`src/rtl/tick_scheduler_pkg.sv`:
```
// tick_sched_pkg: shared constants and types for the tick scheduler slice.
//   PRESCALE_DEF / NCH_DEF / PW_DEF : default build parameters
//   PW_MAX                          : widest supported period register
//   chw()                           : index width for an n-entry set (min 1)
//   ch_state_t                      : per-channel period P, down-counter C, pending R
package tick_sched_pkg;

  localparam int unsigned PRESCALE_DEF = 32'd1200000;
  localparam int unsigned NCH_DEF      = 32'd4;
  localparam int unsigned PW_DEF       = 32'd8;
  localparam int unsigned PW_MAX       = 32'd16;

  function automatic int unsigned chw(input int unsigned n);
    return (n < 32'd2) ? 32'd1 : int'($clog2(n));
  endfunction

  // P and C are held at PW_MAX bits; only the low PW bits are ever non-zero.
  typedef struct packed {
    logic [PW_MAX-1:0] p;
    logic [PW_MAX-1:0] c;
    logic              r;
  } ch_state_t;

endpackage

```
`src/rtl/tick_scheduler_if.sv`:
```
// tick_scheduler_if: period-write bus and event valid/ready stream.
//   period_we/period_sel/period_din : host writes a channel period
//   ev_valid/ev_ch                  : scheduler presents an event
//   ev_ready                        : consumer accepts the presented event
// modport master = host/consumer side, modport slave = scheduler side.
interface tick_scheduler_if
  import tick_sched_pkg::*;
#(
  parameter int unsigned NCH = NCH_DEF,
  parameter int unsigned PW  = PW_DEF
);
  localparam int unsigned CHW = chw(NCH);

  logic           period_we;
  logic [CHW-1:0] period_sel;
  logic [PW-1:0]  period_din;
  logic           ev_valid;
  logic [CHW-1:0] ev_ch;
  logic           ev_ready;

  modport master (
    output period_we, period_sel, period_din, ev_ready,
    input  ev_valid, ev_ch
  );

  modport slave (
    input  period_we, period_sel, period_din, ev_ready,
    output ev_valid, ev_ch
  );

endinterface

```
`src/rtl/tick_scheduler_rr_arbiter.sv`:
```
// rr_arbiter: round-robin selection over NCH request bits.
//   clki, rst : clock, synchronous active-high reset
//   req       : request bits
//   advance   : the current grant is being consumed this cycle
//   any       : at least one request present
//   gnt_oh    : one-hot grant
//   gnt_idx   : index of granted request
// The search is combinational; only the last-granted pointer is stored.
module rr_arbiter
  import tick_sched_pkg::*;
#(
  parameter  int unsigned NCH = NCH_DEF,
  localparam int unsigned CHW = chw(NCH)
) (
  input  logic           clki,
  input  logic           rst,
  input  logic [NCH-1:0] req,
  input  logic           advance,
  output logic           any,
  output logic [NCH-1:0] gnt_oh,
  output logic [CHW-1:0] gnt_idx
);

  logic [CHW-1:0] ptr_r;

  // First requester found scanning upward from one past the last grant.
  always_comb begin
    logic [CHW-1:0] idx_s;
    any     = 1'b0;
    gnt_oh  = '0;
    gnt_idx = '0;
    idx_s   = '0;
    for (int unsigned k = 32'd1; k <= NCH; k++) begin
      idx_s = CHW'((int'(ptr_r) + k) % NCH);
      if (!any && req[idx_s]) begin
        any            = 1'b1;
        gnt_oh[idx_s]  = 1'b1;
        gnt_idx        = idx_s;
      end else begin
        any = any;
      end
    end
  end

  // Pointer tracks the last consumed grant; reset value makes channel 0 first.
  always_ff @(posedge clki) begin
    if (rst) begin
      ptr_r <= CHW'(NCH - 32'd1);
    end else if (advance && any) begin
      ptr_r <= gnt_idx;
    end else begin
      ptr_r <= ptr_r;
    end
  end

endmodule

```
`src/rtl/tick_scheduler.sv`:
```
// tick_scheduler: one shared prescaler divided per channel into periodic
// events, serialised round-robin onto a valid/ready stream.
//   clki, rst, en : clock, synchronous active-high reset, prescaler run enable
//   bus (slave)   : period write port and event stream (tick_scheduler_if)
//   tick          : base tick, one clki cycle wide every PRESCALE cycles
//   overrun       : sticky per-channel missed-event flags, present only when
//                   TICK_SCHED_OVERRUN_EN is defined
module tick_scheduler
  import tick_sched_pkg::*;
#(
  parameter  int unsigned PRESCALE = PRESCALE_DEF,
  parameter  int unsigned NCH      = NCH_DEF,
  parameter  int unsigned PW       = PW_DEF,
  localparam int unsigned CHW      = chw(NCH),
  localparam int unsigned CNTW     = chw(PRESCALE)
) (
  input  logic           clki,
  input  logic           rst,
  input  logic           en,
  tick_scheduler_if.slave bus,
  output logic           tick
`ifdef TICK_SCHED_OVERRUN_EN
  ,
  output logic [NCH-1:0] overrun
`endif
);

  localparam logic [CNTW-1:0] CNT_LAST = CNTW'(PRESCALE - 32'd1);

  logic [CNTW-1:0] cnt_r;
  ch_state_t       ch_r [NCH];
  logic [NCH-1:0]  req_s;
  logic [NCH-1:0]  wr_s;
  logic [NCH-1:0]  expire_s;
  logic [NCH-1:0]  clr_s;
  logic [NCH-1:0]  gnt_oh_s;
  logic [CHW-1:0]  gnt_idx_s;
  logic            any_s;
  logic            load_s;
  logic            ev_valid_r;
  logic [CHW-1:0]  ev_ch_r;

  // Tick is decoded straight from the counter so it lands in cycle PRESCALE-1.
  assign tick = en && (cnt_r == CNT_LAST);

  // Free-running prescaler, frozen while en is low.
  always_ff @(posedge clki) begin
    if (rst) begin
      cnt_r <= '0;
    end else if (en) begin
      if (cnt_r == CNT_LAST) begin
        cnt_r <= '0;
      end else begin
        cnt_r <= cnt_r + CNTW'(1);
      end
    end else begin
      cnt_r <= cnt_r;
    end
  end

  assign load_s = !ev_valid_r || bus.ev_ready;

  // Per-channel write decode, expiry and grant-clear; a write masks that channel's tick.
  always_comb begin
    req_s    = '0;
    wr_s     = '0;
    expire_s = '0;
    clr_s    = '0;
    for (int i = 0; i < NCH; i++) begin
      req_s[i]    = ch_r[i].r;
      wr_s[i]     = bus.period_we && (bus.period_sel == CHW'(i));
      expire_s[i] = tick && !wr_s[i] && (ch_r[i].p != '0) && (ch_r[i].c == '0);
      clr_s[i]    = load_s && gnt_oh_s[i];
    end
  end

  // Channel array: write wins over tick, expiry set wins over grant-clear.
  always_ff @(posedge clki) begin
    for (int i = 0; i < NCH; i++) begin
      if (rst) begin
        ch_r[i] <= '0;
      end else if (wr_s[i]) begin
        ch_r[i].p <= PW_MAX'(bus.period_din);
        ch_r[i].c <= (bus.period_din == '0) ? '0 : PW_MAX'(bus.period_din - PW'(1));
        ch_r[i].r <= 1'b0;
      end else begin
        if (tick && (ch_r[i].p != '0)) begin
          if (ch_r[i].c == '0) begin
            ch_r[i].c <= ch_r[i].p - PW_MAX'(1);
          end else begin
            ch_r[i].c <= ch_r[i].c - PW_MAX'(1);
          end
        end else begin
          ch_r[i].c <= ch_r[i].c;
        end
        ch_r[i].p <= ch_r[i].p;
        if (expire_s[i]) begin
          ch_r[i].r <= 1'b1;
        end else if (clr_s[i]) begin
          ch_r[i].r <= 1'b0;
        end else begin
          ch_r[i].r <= ch_r[i].r;
        end
      end
    end
  end

  rr_arbiter #(
    .NCH (NCH)
  ) u_arb (
    .clki    (clki),
    .rst     (rst),
    .req     (req_s),
    .advance (load_s),
    .any     (any_s),
    .gnt_oh  (gnt_oh_s),
    .gnt_idx (gnt_idx_s)
  );

  // Output register: reloads whenever empty or the consumer takes the event.
  always_ff @(posedge clki) begin
    if (rst) begin
      ev_valid_r <= 1'b0;
      ev_ch_r    <= '0;
    end else if (load_s) begin
      if (any_s) begin
        ev_valid_r <= 1'b1;
        ev_ch_r    <= gnt_idx_s;
      end else begin
        ev_valid_r <= 1'b0;
        ev_ch_r    <= ev_ch_r;
      end
    end else begin
      ev_valid_r <= ev_valid_r;
      ev_ch_r    <= ev_ch_r;
    end
  end

  assign bus.ev_valid = ev_valid_r;
  assign bus.ev_ch    = ev_ch_r;

`ifdef TICK_SCHED_OVERRUN_EN
  logic [NCH-1:0] overrun_r;

  // Sticky merge flag; an expiry coinciding with its own grant is not a merge.
  always_ff @(posedge clki) begin
    if (rst) begin
      overrun_r <= '0;
    end else begin
      for (int i = 0; i < NCH; i++) begin
        if (wr_s[i]) begin
          overrun_r[i] <= 1'b0;
        end else if (expire_s[i] && ch_r[i].r && !clr_s[i]) begin
          overrun_r[i] <= 1'b1;
        end else begin
          overrun_r[i] <= overrun_r[i];
        end
      end
    end
  end

  assign overrun = overrun_r;
`endif

endmodule

```
`src/flat_wrapper.sv`:
```
// flat-port wrapper written by rule: the top's interface ports become plain ports
module tick_scheduler_flat import tick_sched_pkg::*;
#(
  parameter  int unsigned PRESCALE = PRESCALE_DEF,
  parameter  int unsigned NCH      = NCH_DEF,
  parameter  int unsigned PW       = PW_DEF,
  localparam int unsigned CHW      = chw(NCH),
  localparam int unsigned CNTW     = chw(PRESCALE)
)
  (clki, rst, en, tick, bus_period_we, bus_period_sel, bus_period_din, bus_ev_ready, bus_ev_valid, bus_ev_ch);
  tick_scheduler_if #(.NCH(NCH), .PW(PW)) bus_i ();
  input  logic clki;
  input  logic rst;
  input  logic en;
  output logic tick;
  input wire logic [$bits(bus_i.period_we)-1:0] bus_period_we;
  input wire logic [$bits(bus_i.period_sel)-1:0] bus_period_sel;
  input wire logic [$bits(bus_i.period_din)-1:0] bus_period_din;
  input wire logic [$bits(bus_i.ev_ready)-1:0] bus_ev_ready;
  output wire logic [$bits(bus_i.ev_valid)-1:0] bus_ev_valid;
  output wire logic [$bits(bus_i.ev_ch)-1:0] bus_ev_ch;
  assign bus_i.period_we = bus_period_we;
  assign bus_i.period_sel = bus_period_sel;
  assign bus_i.period_din = bus_period_din;
  assign bus_i.ev_ready = bus_ev_ready;
  assign bus_ev_valid = bus_i.ev_valid;
  assign bus_ev_ch = bus_i.ev_ch;
  tick_scheduler #(.PRESCALE(PRESCALE), .NCH(NCH), .PW(PW)) u_core (.clki(clki), .rst(rst), .en(en), .bus(bus_i), .tick(tick));
endmodule
```
`config.mk`:
```
export PLATFORM = sky130hd
export DESIGN_NAME = tick_scheduler_flat
export DESIGN_NICKNAME = d
export VERILOG_FILES = /design/src/rtl/tick_scheduler_pkg.sv /design/src/rtl/tick_scheduler_if.sv /design/src/rtl/tick_scheduler_rr_arbiter.sv /design/src/rtl/tick_scheduler.sv /design/src/flat_wrapper.sv
export SDC_FILE = /design/constraint.sdc
export NUM_CORES = 1
export LEC_CHECK = 0
export CORE_MARGIN = 2
export CORE_UTILIZATION = 33
export CTS_CLUSTER_DIAMETER = 150
export DETAILED_ROUTE_END_ITERATION = 6
export MAX_ROUTING_LAYER = met4
export SYNTH_ARGS = -nofsm -noshare
export SYNTH_HDL_FRONTEND = slang
export SYNTH_SLANG_ARGS = --single-unit
```
`constraint.sdc`:
```
create_clock -name clki -period 2.95 [get_ports clki]
set_clock_uncertainty 0.1 [all_clocks]
set_input_delay 0.295 -clock clki [delete_from_list [all_inputs] [get_ports clki]]
set_output_delay 0.295 -clock clki [all_outputs]
set_load 0.05 [all_outputs]
```
Yosys cells after proc, flatten, opt, wreduce, memory -nomap -nowiden
Memories as Yosys holds them, arrays and structs flattened.
Index checks and enable logic that the tools add are counted.
{ "classes": {"n_shift": 0, "n_bitwise": 43, "n_mux": 209, "n_reduce_logical": 53, "n_eq_ne": 4, "div_mod_pow": 0, "order_cmp": 8, "n_addsub": 14, "mul": 0} }
{ "ops": {"columns": ["cell", "n"], "rows": [
  ["16-bit two-way mux", 25],
  ["1-bit two-way mux", 167],
  ["16-bit by 1-bit subtractor with 16-bit output, second input constant", 8],
  ["16-bit logical NOT", 4],
  ["16-bit nonzero test", 4],
  ["1-bit OR", 40],
  ["1-bit logical AND", 33],
  ["21-bit by 1-bit adder with 21-bit output, second input constant", 1],
  ["21-bit equality test, second input constant", 1],
  ["21-bit two-way mux", 1],
  ["4-bit two-way mux", 4],
  ["2-bit by 3-bit < comparator with 1-bit output, second input constant", 4],
  ["4-bit OR", 3],
  ["8-bit by 1-bit subtractor with 9-bit output, second input constant", 1],
  ["1-bit binary-select mux with 2-bit select", 4],
  ["1-bit demux with 2-bit select", 4],
  ["2-bit by 1-bit >= comparator with 1-bit output, second input constant", 4],
  ["1-bit logical NOT", 8],
  ["8-bit logical NOT", 1],
  ["2-bit two-way mux", 4],
  ["2-bit by 1-bit adder with 2-bit output, second input constant", 2],
  ["2-bit adder, second input constant", 2],
  ["2-bit equality test, second input constant", 2],
  ["2-bit by 1-bit equality test with 1-bit output, second input constant", 1],
  ["other kinds (3)", 3]
]} }
{ "word_totals": {"mem_bits_ro": 0, "latchBits": 0, "n_memories": 1, "regBits": 26, "ram_bits": 132} }
{ "memory_table": {"columns": ["memory", "words", "width", "read_ports", "rd_clocked_by_memory_dff", "write_ports", "line_no", "text"], "rows": [
  ["u_core.ch_r", 4, 33, 4, 0, 4, "tick_scheduler.sv:31", "ch_state_t ch_r [NCH];"]
]} }

Logic depth before layout (Yosys ltp)
Gate-level depths: netlist of the first run.
{ "depth": {"word_depth": 21, "mapped_depth": 9, "depth_no_buf": 8} }

Modules after synthesis
From an unflattened synthesis of the first run, not the netlist that was laid out.
{ "hier_totals": {"hier_cells": 810, "area_unflattened_um2": 8092.8} }
{ "modules_own_cells": {"columns": ["module", "seq_area_each_um2", "n_inst", "cells_per_inst", "area_per_inst_um2"], "rows": [
  ["tick_scheduler", 3483.3, 1, 746, 7556.0],
  ["rr_arbiter", 40.0, 1, 64, 536.8]
]} }

Worst setup path before layout of the first run
OpenSTA, ideal clock, no wires.
{ "synth_path": {"path_kind": "register to register", "start": "register u_core.u_arb.ptr_r[1]", "end": "memory u_core.ch_r[2][0] in the netlist's numbering, enable pin", "setup_slack_ns": 0.077, "setup_ns": 0.272, "required_time_ns": 2.578, "path_stages_with_launch": 10, "n_path_buf": 2, "arrival_ns": 2.501, "cell_sequence": "dfxtp_1 -> clkbuf_1 -> inv_1 -> ha_1 -> clkbuf_1 -> nor3b_1 -> o211a_1 -> or2_2 -> a222oi_1 -> o2111ai_1"} }
{ "synth_lines": {"columns": ["element", "line_no", "text"], "rows": [
  ["from (decl)", "tick_scheduler_rr_arbiter.sv:24", "logic [CHW-1:0] ptr_r;"],
  ["from (signal assigned)", "tick_scheduler_rr_arbiter.sv:48", "ptr_r <= CHW'(NCH - 32'd1);"],
  ["from (signal assigned)", "tick_scheduler_rr_arbiter.sv:50", "ptr_r <= gnt_idx;"],
  ["from (signal assigned)", "tick_scheduler_rr_arbiter.sv:52", "ptr_r <= ptr_r;"],
  ["to (decl)", "tick_scheduler.sv:31", null]
]} }

==> out/metrics.csv, run 1 <==
stage,metric,value,unit
status,status,"complete, no violations",
final_layout,fin_util,0.3954,
timing,finalCritPeriodShare,0.9568,
place,place_hpwl,14670,um
timing,fin_ws,0.1273,ns
timing,period_needed,2.823,ns
worst_setup_path,cpMaxStageDelayCell,or4_4,
min_path,hold_path_startpoint,u_core.bus.ev_ch[1],
global_route,grt_pass1_wl,32820,um
synth,netlist_area,8044,um2
worst_setup_path,r2r-start,u_core.ch_r[3][1],
pwr,comb_power_share,0.206,
pwr,seq_power_share,0.403,
clock_tree,post_cts_buffers,0,
min_path,hold_end,u_core.bus.ev_ch[1],
final_layout,final_cell_mix,"101 x nor2_1, 100 x edfxtp_1, 60 x nand2_1",
global_route,grt_max_degree,21,
place,port_buffers,18,
worst_setup_path,slowest_delay,0.57,ns
die,ioPinCount,19,
final_layout,nNetsFinal,943,
timing,hold_violations,0,
global_route,antenna_found_initial,0,
detailed_routing,vias,6638,
timing,relSlewSlack,0.5879,
worst_setup_path,timing.reg2reg.setup_slack,0.13,ns
timing,drv_slew,0,
pwr,p_sw,1.687,mW
worst_setup_path,start_kind,flop,
clock_tree,clkLatencyLatePin,0.43,ns
clock_tree,cts_buffer_depth,2,
final_layout,multi_input_area,4245,um2
clock_tree,clock-root-buffer,clkbuf_16,
synth,synth_warnings,0,
clock_tree,cts.sink_count,126,
worst_setup_path,crit_path_end_kind,flop,
worst_setup_path,cp_cell_sequence,"inv_1, ha_1, or4b_1, or3_1, or4_4, o21ai_0, o22ai_1",
detailed_routing,postRouteAntennaNets,0,
global_route,grt_pass1_vias,6371,
place,gp_congestion,0.8551,
pwr,clkPwrFrac,0.391,
timing,finalSetupViolations,0,
worst_setup_path,critPathArrivalTime,2.89,ns
final_layout,final_common_cell,nor2_1,
final_layout,drive_gt1_frac,0.1235,
place,placed_area,8905,um2
detailed_routing,viasPerCell,5.358,
detailed_routing,drc,0,
die,coreArea,24110,um2
synth,synthesis.nets,888,
pwr,switching_share,0.3036,
final_layout,instances_no_fill,1239,
timing,worst_slew_pin_slew,0.6096,ns
die,row_count,57,
detailed_routing,drtIter0Drc,510,
detailed_routing,firstDrtPassIters,5,
final_layout,area_growth,18.49,%
clock_tree,clk_pin_slew,0.06,ns
detailed_routing,wire_per_inst,16.35,um
worst_setup_path,crit_required,3.01,ns
place,dp_slack,0.09338,ns
synth,syn_inst,847,
flow_run,drv_cap,0,
synth,yosys.cell_types.count,69,
die,initial_core_util,0.3337,
global_route,grt_usage,0.1655,
timing,finalSetupTns,0,ns
pwr,p_per_area,582.9,nW/um2
synth,avgSynthCellArea,9.497,um2
final_layout,seq_area,3523,um2
worst_setup_path,crit_path_max_fanout,9,
worst_setup_path,crit_buf_inv,1,
worst_setup_path,criticalPathCategory,flop to flop,
die,die_h,160.1,um
final_layout,post-route-cell-area,9532,um2
timing,rsz0062_at_grt,no,
worst_setup_path,reg2reg_depth,7,
clock_tree,numCtsBuffers,17,
synth,ys_async_sr_fraction,0,
timing,holdWs,0.3615,ns
pwr,p_total,5.556,mW
synth,synth-seq-cells,126,
timing,fmax,354.3,MHz
final_layout,antenna_cells,0,
clock_tree,htreeDepth,4,
worst_setup_path,r2r_end,u_core.ch_r[3][7],
pwr,p_int,3.869,mW
detailed_routing,drt_wl_total,20260,um
place,post-place-cells,1207,
global_route,grt_overflow,0,
min_path,min_path_cells,2,
clock_tree,tritoncts,done,
min_path,hp-class,flop to flop,
synth,synth_flop_cell,edfxtp_1,
synth,yosysSeqAreaShare,0.4380,
pwr,irDropWorstVdd,0.3657,mV
pwr,p_leak,3.384,nW
die,dieArea,25640,um2
synth,synth_edf_count,100,
worst_setup_path,path_delay_family,simple AND/OR/NAND/NOR gates,
final_layout,fillers,2460,
die,fp.dieW,160.1,um
area by class of cell:
class                           count  area share
Clock inverter                     11     0.01195
Timing Repair Buffer               66     0.06038
Multi-Input combinational cell    647      0.4454
Clock buffer                       21     0.05277
Sequential cell                   126      0.3697
Tap cell                          324     0.04253
Inverter                           44     0.01733
flip-flops by register name (all words and copies together), names as in the netlist:
signal               flops
u_core.u_arb.ptr_r       2
u_core.bus.ev_valid      1
u_core.bus.ev_ch         2
u_core.ch_r            100
u_core.cnt_r            21
logic make-up (layout without fill, tap and decap cells):
kind of cell	Yosys count	in the layout	share of synthesized area
flip-flops	126	126	0.4380
adder cells (fa/ha/maj)	26	26	0.04044
AO/OA/AOI/OAI	147	147	0.1215
multiplexers	16	16	0.01991
XOR/XNOR	85	85	0.09255
buffers and inverters	74	142	0.03624
AND/OR/NAND/NOR	373	373	0.2514
power groups by stage:
stage	Sequential, mW	Combinational, mW	Clock, mW
floorplan	2.28	0.767	0
global placement	2.27	1.13	0
detailed placement	2.28	1.13	0
CTS	2.24	1.14	2.21
global route	2.27	1.26	2.29
finish	2.24	1.14	2.17
routing by layer:
| metal | wire (um) | vias up | GRT usage |
|---|---|---|---|
| li1 | - | 3252 | - |
| met1 | 9354 | 3238 | 0.2097 |
| met2 | 9871 | 127 | 0.2696 |
| met3 | 776 | 21 | 0.03403 |
| met4 | 259 | 0 | 0.04586 |
| met5 | 0 | - | - |
timing repair:
action                                  4_1_cts  5_1_grt
resized for setup                             0        2
endpoints found under the setup margin        0        9
hold buffers                                  0        0
synthesized netlist by cell type, types with 6 or more instances:
cell type	instances	area, um2
or3_1	15	93.84
ha_1	26	325.3
or4_1	14	105.1
nor4_1	16	100.1
a22oi_1	7	52.55
inv_1	44	165.2
or2_2	8	50.05
edfxtp_1	100	3003
o21ai_0	33	165.2
clkbuf_1	22	82.58
and4_1	6	52.55
a31oi_1	9	56.30
o211ai_1	11	82.58
xor2_1	36	315.3
dfxtp_1	26	520.5
o22ai_1	9	56.30
nand2b_1	8	50.05
xnor2_1	49	429.2
o31ai_1	7	52.55
nand3_1	27	135.1
nor3b_1	12	90.09
nor3_1	34	170.2
a211oi_1	6	45.04
nand4_1	22	137.6
mux2i_1	16	160.2
nand2_1	60	225.2
a21oi_1	32	160.2
nand3b_1	6	45.04
nor2b_1	8	50.05
nor4b_1	8	70.07
nor2_1	101	379.1
worst reg2reg max path, stage by stage (launching register included):
cell      delay [ns]
edfxtp_1        0.41
inv_1           0.10
ha_1            0.20
or4b_1          0.46
or3_1           0.40
or4_4           0.57
o21ai_0         0.22
o22ai_1         0.11
worst max-delay path by stage:
stage                                     start                 to  slack (ns)  cells after the start
after global placement        u_core.ch_r[3][1]  u_core.ch_r[3][7]        0.15                      7
final                         u_core.ch_r[3][1]  u_core.ch_r[3][7]        0.13                      7
after detailed placement      u_core.ch_r[3][1]  u_core.ch_r[3][7]        0.09                      7
after global routing          u_core.ch_r[3][1]  u_core.ch_r[3][7]       0.001                      7
after CTS                     u_core.ch_r[3][1]  u_core.ch_r[3][7]        0.05                      7
after floorplan           u_core.u_arb.ptr_r[1]  u_core.ch_r[2][0]        0.08                      9
Note: power is estimated with default switching activity, not from simulation.
==> run 2, diff against run 1 <==
--- a/config.mk
+++ b/config.mk
@@ -5,11 +5,14 @@
 export SDC_FILE = /design/constraint.sdc
 export NUM_CORES = 1
 export LEC_CHECK = 0
-export CORE_MARGIN = 2
+export CELL_PAD_IN_SITES_DETAIL_PLACEMENT = 0
+export CELL_PAD_IN_SITES_GLOBAL_PLACEMENT = 1
+export CORE_MARGIN = 3
 export CORE_UTILIZATION = 33
 export CTS_CLUSTER_DIAMETER = 150
 export DETAILED_ROUTE_END_ITERATION = 6
 export MAX_ROUTING_LAYER = met4
+export PLACE_DENSITY_LB_ADDON = 0.1
 export SYNTH_ARGS = -nofsm -noshare
 export SYNTH_HDL_FRONTEND = slang
 export SYNTH_SLANG_ARGS = --single-unit
==> run 2 against run 1 <==
  * Flip-flop and latch count unchanged
  * Total power up 0.81%
  * Worst hold slack lost 0.0062 ns
  * Utilization grew 1.1 points
  * Highest routed layer unchanged
  * Critical path depth did not move
  * Count of clock-buffer cells in the layout grew 2
  * Via count barely moved
  * Die area grew 2.5%
  * Clock power barely moved
==> out/metrics.csv, run 2 (synthesis results as in run 1) <==
stage,metric,value,unit,change
final_layout,largest_reg_flops,100,,unchanged
global_route,grt_pass1_vias,6663,,+4.6%
worst_setup_path,start_kind,flop,,
timing,finalCritPeriodShare,0.9354,,-0.02141
final_layout,area_growth,19.66,%,
worst_setup_path,path_delay_family,simple AND/OR/NAND/NOR gates,,
place,post-place-cells,1210,,+0.25%
timing,fmax,362.4,MHz,+2.3%
final_layout,final_common_cell,nor2_1,,
timing,drv_slew,0,,unchanged
detailed_routing,postRouteAntennaNets,0,,unchanged
timing,rsz0062_at_grt,no,,
worst_setup_path,critPathArrivalTime,2.82,ns,-0.07 ns
place,port_buffers,18,,unchanged
clock_tree,clock-root-buffer,clkbuf_16,,
detailed_routing,wire_per_inst,17.92,um,+9.6%
final_layout,reg_top3,"u_core.ch_r: 100 flops, u_core.cnt_r: 21 flops",,
place,place_hpwl,16610,um,+13%
global_route,grt_usage,0.1776,,+0.01203
final_layout,final_cell_mix,"101 x nor2_1, 100 x edfxtp_1, 60 x nand2_1",,
worst_setup_path,crit_buf_inv,1,,unchanged
min_path,hp-class,flop to flop,,
clock_tree,clk_pin_slew,0.06,ns,about the same
final_layout,seq_area,3523,um2,unchanged
final_layout,antenna_cells,0,,unchanged
timing,finalSetupTns,0,ns,unchanged
worst_setup_path,r2r-start,u_core.ch_r[1][1],,
die,dieArea,26280,um2,+2.5%
pwr,p_per_area,581.9,nW/um2,-0.18%
die,ioPinCount,19,,unchanged
final_layout,instances_no_fill,1243,,+0.32%
min_path,min_path_cells,2,,unchanged
status,status,"complete, no violations",,
clock_tree,cts_buffer_depth,2,,unchanged
detailed_routing,firstDrtPassIters,4,,-1
detailed_routing,vias,6636,,-0.030%
flow_run,drv_cap,0,,unchanged
timing,worst_slew_pin_slew,0.6281,ns,+0.01855 ns
final_layout,multi_input_area,4250,um2,+0.12%
worst_setup_path,cpMaxStageDelayCell,or4b_2,,
min_path,hold_end,u_core.bus.ev_ch[0],,
timing,relSlewSlack,0.5797,,-0.008191
worst_setup_path,r2r_end,u_core.ch_r[1][13],,
worst_setup_path,crit_required,3.01,ns,about the same
clock_tree,numCtsBuffers,17,,unchanged
timing,fin_ws,0.1905,ns,+0.06315 ns
global_route,antenna_found_initial,0,,unchanged
worst_setup_path,crit_path_max_fanout,5,,-4
pwr,irDropWorstVdd,0.3413,mV,-6.7%
worst_setup_path,cp_cell_sequence,"inv_1, ha_1, or4b_2, or2_2, or4_1, xor2_1, o21ai_1",,
place,gp_congestion,0.8352,,-2.3%
global_route,grt_pass1_wl,35880,um,+9.3%
worst_setup_path,criticalPathCategory,flop to flop,,
die,die_h,162.1,um,+1.2%
clock_tree,clkLatencyLatePin,0.42,ns,about the same
timing,hold_violations,0,,unchanged
min_path,hold_path_startpoint,u_core.bus.ev_ch[0],,
die,coreArea,23680,um2,-1.8%
die,fp.dieW,162.1,um,+1.2%
detailed_routing,drtIter0Drc,380,,-25%
clock_tree,htreeDepth,4,,unchanged
global_route,grt_overflow,0,,unchanged
detailed_routing,drc,0,,unchanged
timing,period_needed,2.760,ns,-0.06315 ns
place,placed_area,8996,um2,+1.0%
final_layout,post-route-cell-area,9625,um2,+0.98%
final_layout,drive_gt1_frac,0.1320,,+0.008537
place,dp_slack,0.07104,ns,-0.02235 ns
global_route,grt_max_degree,21,,unchanged
final_layout,fillers,2393,,-2.7%
pwr,p_leak,3.445,nW,+1.8%
detailed_routing,viasPerCell,5.339,,-0.35%
worst_setup_path,crit_path_end_kind,flop,,
worst_setup_path,timing.reg2reg.setup_slack,0.19,ns,+0.06 ns
clock_tree,cts.sink_count,126,,unchanged
timing,finalSetupViolations,0,,unchanged
die,initial_core_util,0.3397,,+0.005959
final_layout,top_register,u_core.ch_r,,
detailed_routing,drt_wl_total,22270,um,+9.9%
clock_tree,tritoncts,done,,
final_layout,nNetsFinal,952,,+0.95%
worst_setup_path,slowest_delay,0.64,ns,+0.07 ns
worst_setup_path,reg2reg_depth,7,,unchanged
die,row_count,56,,-1.8%
[run 2: per-layer routing]
layer,global-route usage,share of wire
met5,-,0
met4,0.05079,0.014
met3,0.02754,0.025
met2,0.2889,0.49
met1,0.2309,0.47
[run 2: cell type report]
cell class,instances,area share
sequential,126,0.3660
tap,319,0.04147
multi-input combinational,647,0.4416
clock buffer,23,0.05641
inverter,44,0.01716
clock inverter,9,0.006629
timing repair buffer,75,0.07071
[run 2: how the worst max path moves through the flow]
| stage | start | endpoint | depth (start not counted) |
|---|---|---|---|
| floorplan | u_core.u_arb.ptr_r[1] | u_core.ch_r[2][0] | 9 |
| global placement | bus_period_din[0] | u_core.ch_r[1][7] | 9 |
| detailed placement | bus_period_din[0] | u_core.ch_r[1][7] | 9 |
| CTS | u_core.ch_r[3][1] | u_core.ch_r[3][7] | 7 |
| global route | u_core.u_arb.ptr_r[0] | u_core.ch_r[3][0] | 7 |
| finish | u_core.ch_r[1][1] | u_core.ch_r[1][13] | 7 |
[run 2: worst reg2reg max path, delay by kind of cell, from the launching register on]
kind	cells	cell delay (ns)
xor+xnor	1	0.17
compound gates	1	0.08
fa+ha+maj	1	0.19
buf+inv	1	0.08
simple gates	3	1.48
flops	1	0.43
[run 2: metrics by stage]
stage,hold WS [ns],util,power [mW]
global placement,0.3450,0.3799,3.448
global route,0.3822,0.4064,5.871
finish,0.3553,0.4064,5.601
floorplan,0.3426,-,3.051
CTS,0.3556,0.4055,5.643
detailed placement,0.3473,0.3799,3.472
[run 2: power breakdown]
part           leakage [nW]  internal [mW]  switching (mW)  total (mW)
clock                 0.305           1.31           0.849        2.15
combinational          1.94          0.479           0.721        1.20
sequential             1.20           2.08           0.165        2.25
[run 2: repair_timing]
action,in CTS,in global routing
gates resized for setup,0,3
hold buffers,0,0
setup endpoints to repair,0,10
setup buffers,0,1
endpoints found under the hold margin,0,0
==> run 3, diff against run 2 <==
--- a/config.mk
+++ b/config.mk
@@ -5,6 +5,7 @@
 export SDC_FILE = /design/constraint.sdc
 export NUM_CORES = 1
 export LEC_CHECK = 0
+export ABC_AREA = 0
 export CELL_PAD_IN_SITES_DETAIL_PLACEMENT = 0
 export CELL_PAD_IN_SITES_GLOBAL_PLACEMENT = 1
 export CORE_MARGIN = 3
==> results of run 3 <==
Final layout, timing and power as in run 2 (identical DEF).
==> RTL edit: new RTL, config.mk and constraints of run 1 <==
Change the package constant `PRESCALE_DEF` from 32'd1200000 to 32'd2400000.
--- a/src/rtl/tick_scheduler_pkg.sv
+++ b/src/rtl/tick_scheduler_pkg.sv
@@ -7,3 +7,3 @@
 
-  localparam int unsigned PRESCALE_DEF = 32'd1200000;
+  localparam int unsigned PRESCALE_DEF = 32'd2400000;
   localparam int unsigned NCH_DEF      = 32'd4;
Formal check against the unedited RTL: same outputs for any inputs over 4 cycles, from zero or initial values and one cycle with rst high; that may be too few to reach the edited logic, so the function may still have changed.
==> RTL edit against run 1 <==
- routed wire length fell by 5.3%
- design area fell by 1.7%
- critical endpoint is now u_core.ch_r[1][16]
- utilization rose by 0.16 points
- sequential cell count rose by 1
- combinational power fell by 4%
- synthesized area fell by 0.59%
- count of clock-buffer cells in the layout fell by 4
- setup slack improved by 0.00080 ns
- first-iteration DRC count fell by 25%
- power fell by 0.59%
- via count fell by 4.5%
==> RTL edit: results (changes against run 1) <==
status: "finished, final reports clean"
synth_top_cell_by_area: "edfxtp_1"
synth_cell_types: 66  # -4.3%
vdd_drop_max_v: 0.000365  # -0.15%
met1_usage_pct: 21.3  # +0.30 points
yosysWarnings: 0  # unchanged
drtPass1Iterations: 5  # unchanged
synth-async-reset-ratio_pct: 0  # unchanged
io_buffer_count: 18  # unchanged
clk_path_buf_depth: 2  # unchanged
grtUsageMet3_pct: 2.57  # -0.83 points
clkLatencyLatePin_ns: 0.43  # about the same
synth_nets: 879  # -1.0%
clk_pin_slew_ns: 0.06  # about the same
crit_fanout: 4  # -5
dp_hpwl_um: 13800  # -5.9%
synth_edf_count: 100  # unchanged
cts_max_level: 4  # unchanged
cts_buffers: 17  # unchanged
num_vias: 6338  # -4.5%
grt_pass1_wl_um: 31900  # -2.8%
cts_resized: 0  # unchanged
hp-class: "reg2reg"
synthTopCellsByArea: "edfxtp_1, dfxtp_1, xnor2_1"
grt_pass1_vias: 6230  # -2.2%
tightestPinTransition_ns: 0.719  # +0.109 ns
power_density_nw_per_um2: 589  # +1.1%
antenna_found_initial: 0  # unchanged
top_regs: "u_core.ch_r (100), u_core.cnt_r (22)"
antenna_cells: 0  # unchanged
first_iter_violations: 382  # -25%
max_stage_delay_ns: 0.69  # +0.12 ns
post_cts.repair.setup_buffers: 0  # unchanged
yosys-top-cells-count: "edfxtp_1, nor2_1, nand2_1"
layout.nets: 925  # -1.9%
crit_path_top_delay_cell: "or4b_2"
layout-drive-gt1-share_pct: 10.5  # -1.9 points
clock-root-buffer: "clkbuf_16"
gp_congestion: 0.812  # -5.0%
core_area_sq_um: 23600  # -2.0%
leakage_nw: 3.28  # -3.2%
wl_um: 19200  # -5.3%
fillers: 2357  # -4.2%
grt_use_met2_pct: 24.8  # -2.2 points
grt_use_total_pct: 16.1  # -0.49 points
arrival_ns: 3.01  # +0.12 ns
grt_max_degree: 19  # -9.5%
ys_seq_area_share_pct: 44.3  # +0.51 points
## RTL edit: cell count changes in the layout (fill, tap and decap cells not counted), sizes merged, moves of 10 or more
cell / run 1 / this run
nand2b: 8 / 18
mux2i: 16 / 6
a21oi: 32 / 22
buf: 49 / 39
a22oi: 7 / 24
nand3: 28 / 18
nand2: 60 / 70
## RTL edit: critical path: cells and delay by family (launching register included)
| kind | cells | cell delay, ns |
|---|---|---|
| adders and majority gates | 1 | 0.20 |
| buffers and inverters | 1 | 0.09 |
| AOI/OAI and AO/OA | 1 | 0.13 |
| muxes | 1 | 0.36 |
| DFF | 1 | 0.44 |
| and+or+nand+nor | 3 | 1.37 |
## RTL edit: final cells by class
type / count / area [sq um] / area share [%]
clock buffers: 17 / 425 / 4.54
inverters: 45 / 169 / 1.80
clock inverters: 15 / 185 / 1.98
repair buffers: 56 / 475 / 5.07
multi-input cells: 637 / 4180 / 44.6
well taps: 319 / 399 / 4.26
flip-flops and latches: 127 / 3540 / 37.8
## RTL edit: worst paths after layout
kind	cells past startpoint	to	start	slack (ns)
setup / recovery	7	u_core.ch_r[1][16]	u_core.ch_r[1][1]	0.13
hold / removal	2	u_core.bus.ev_ch[1]	u_core.bus.ev_ch[1]	0.36
setup reg to reg	7	u_core.ch_r[1][16]	u_core.ch_r[1][1]	0.13
hold reg to reg	2	u_core.bus.ev_ch[1]	u_core.bus.ev_ch[1]	0.36
## RTL edit: logic make-up (layout without fill, tap and decap cells)
family,after synthesis,in the layout,share of synthesized area (%)
buf+inv,74,133,3.60
mux,13,13,2.16
fa+ha+maj,26,26,4.07
flops,127,127,44.3
simple gates,368,368,24.5
xor+xnor,87,87,9.53
compound gates,143,143,11.8
## RTL edit: metrics by stage
stage               setup slack, ns  power (mW)  hold slack (ns)  area [sq um]  cells
floorplan                     0.198        3.02            0.369          8000    838
global placement              0.151        3.37            0.347          8750   1184
detailed placement           0.0954        3.38            0.352          8750   1184
CTS                          0.0943        5.57            0.360          9370   1216
global route                 0.0362        5.80            0.426          9370   1216
finish                        0.128        5.52            0.361          9370   1216
## RTL edit: where the power goes
| part | switching (mW) | total [mW] | internal (mW) |
|---|---|---|---|
| clock | 0.827 | 2.17 | 1.34 |
| sequential | 0.178 | 2.27 | 2.09 |
| combinational | 0.620 | 1.09 | 0.467 |
| total | 1.63 | 5.52 | 3.90 |
## RTL edit: routing by layer
layer | vias to the layer above | part of all wire, %
li1 | 3188 | -
met1 | 3007 | 47
met2 | 120 | 48
met3 | 23 | 3.9
met4 | 0 | 1.6
met5 | - | 0
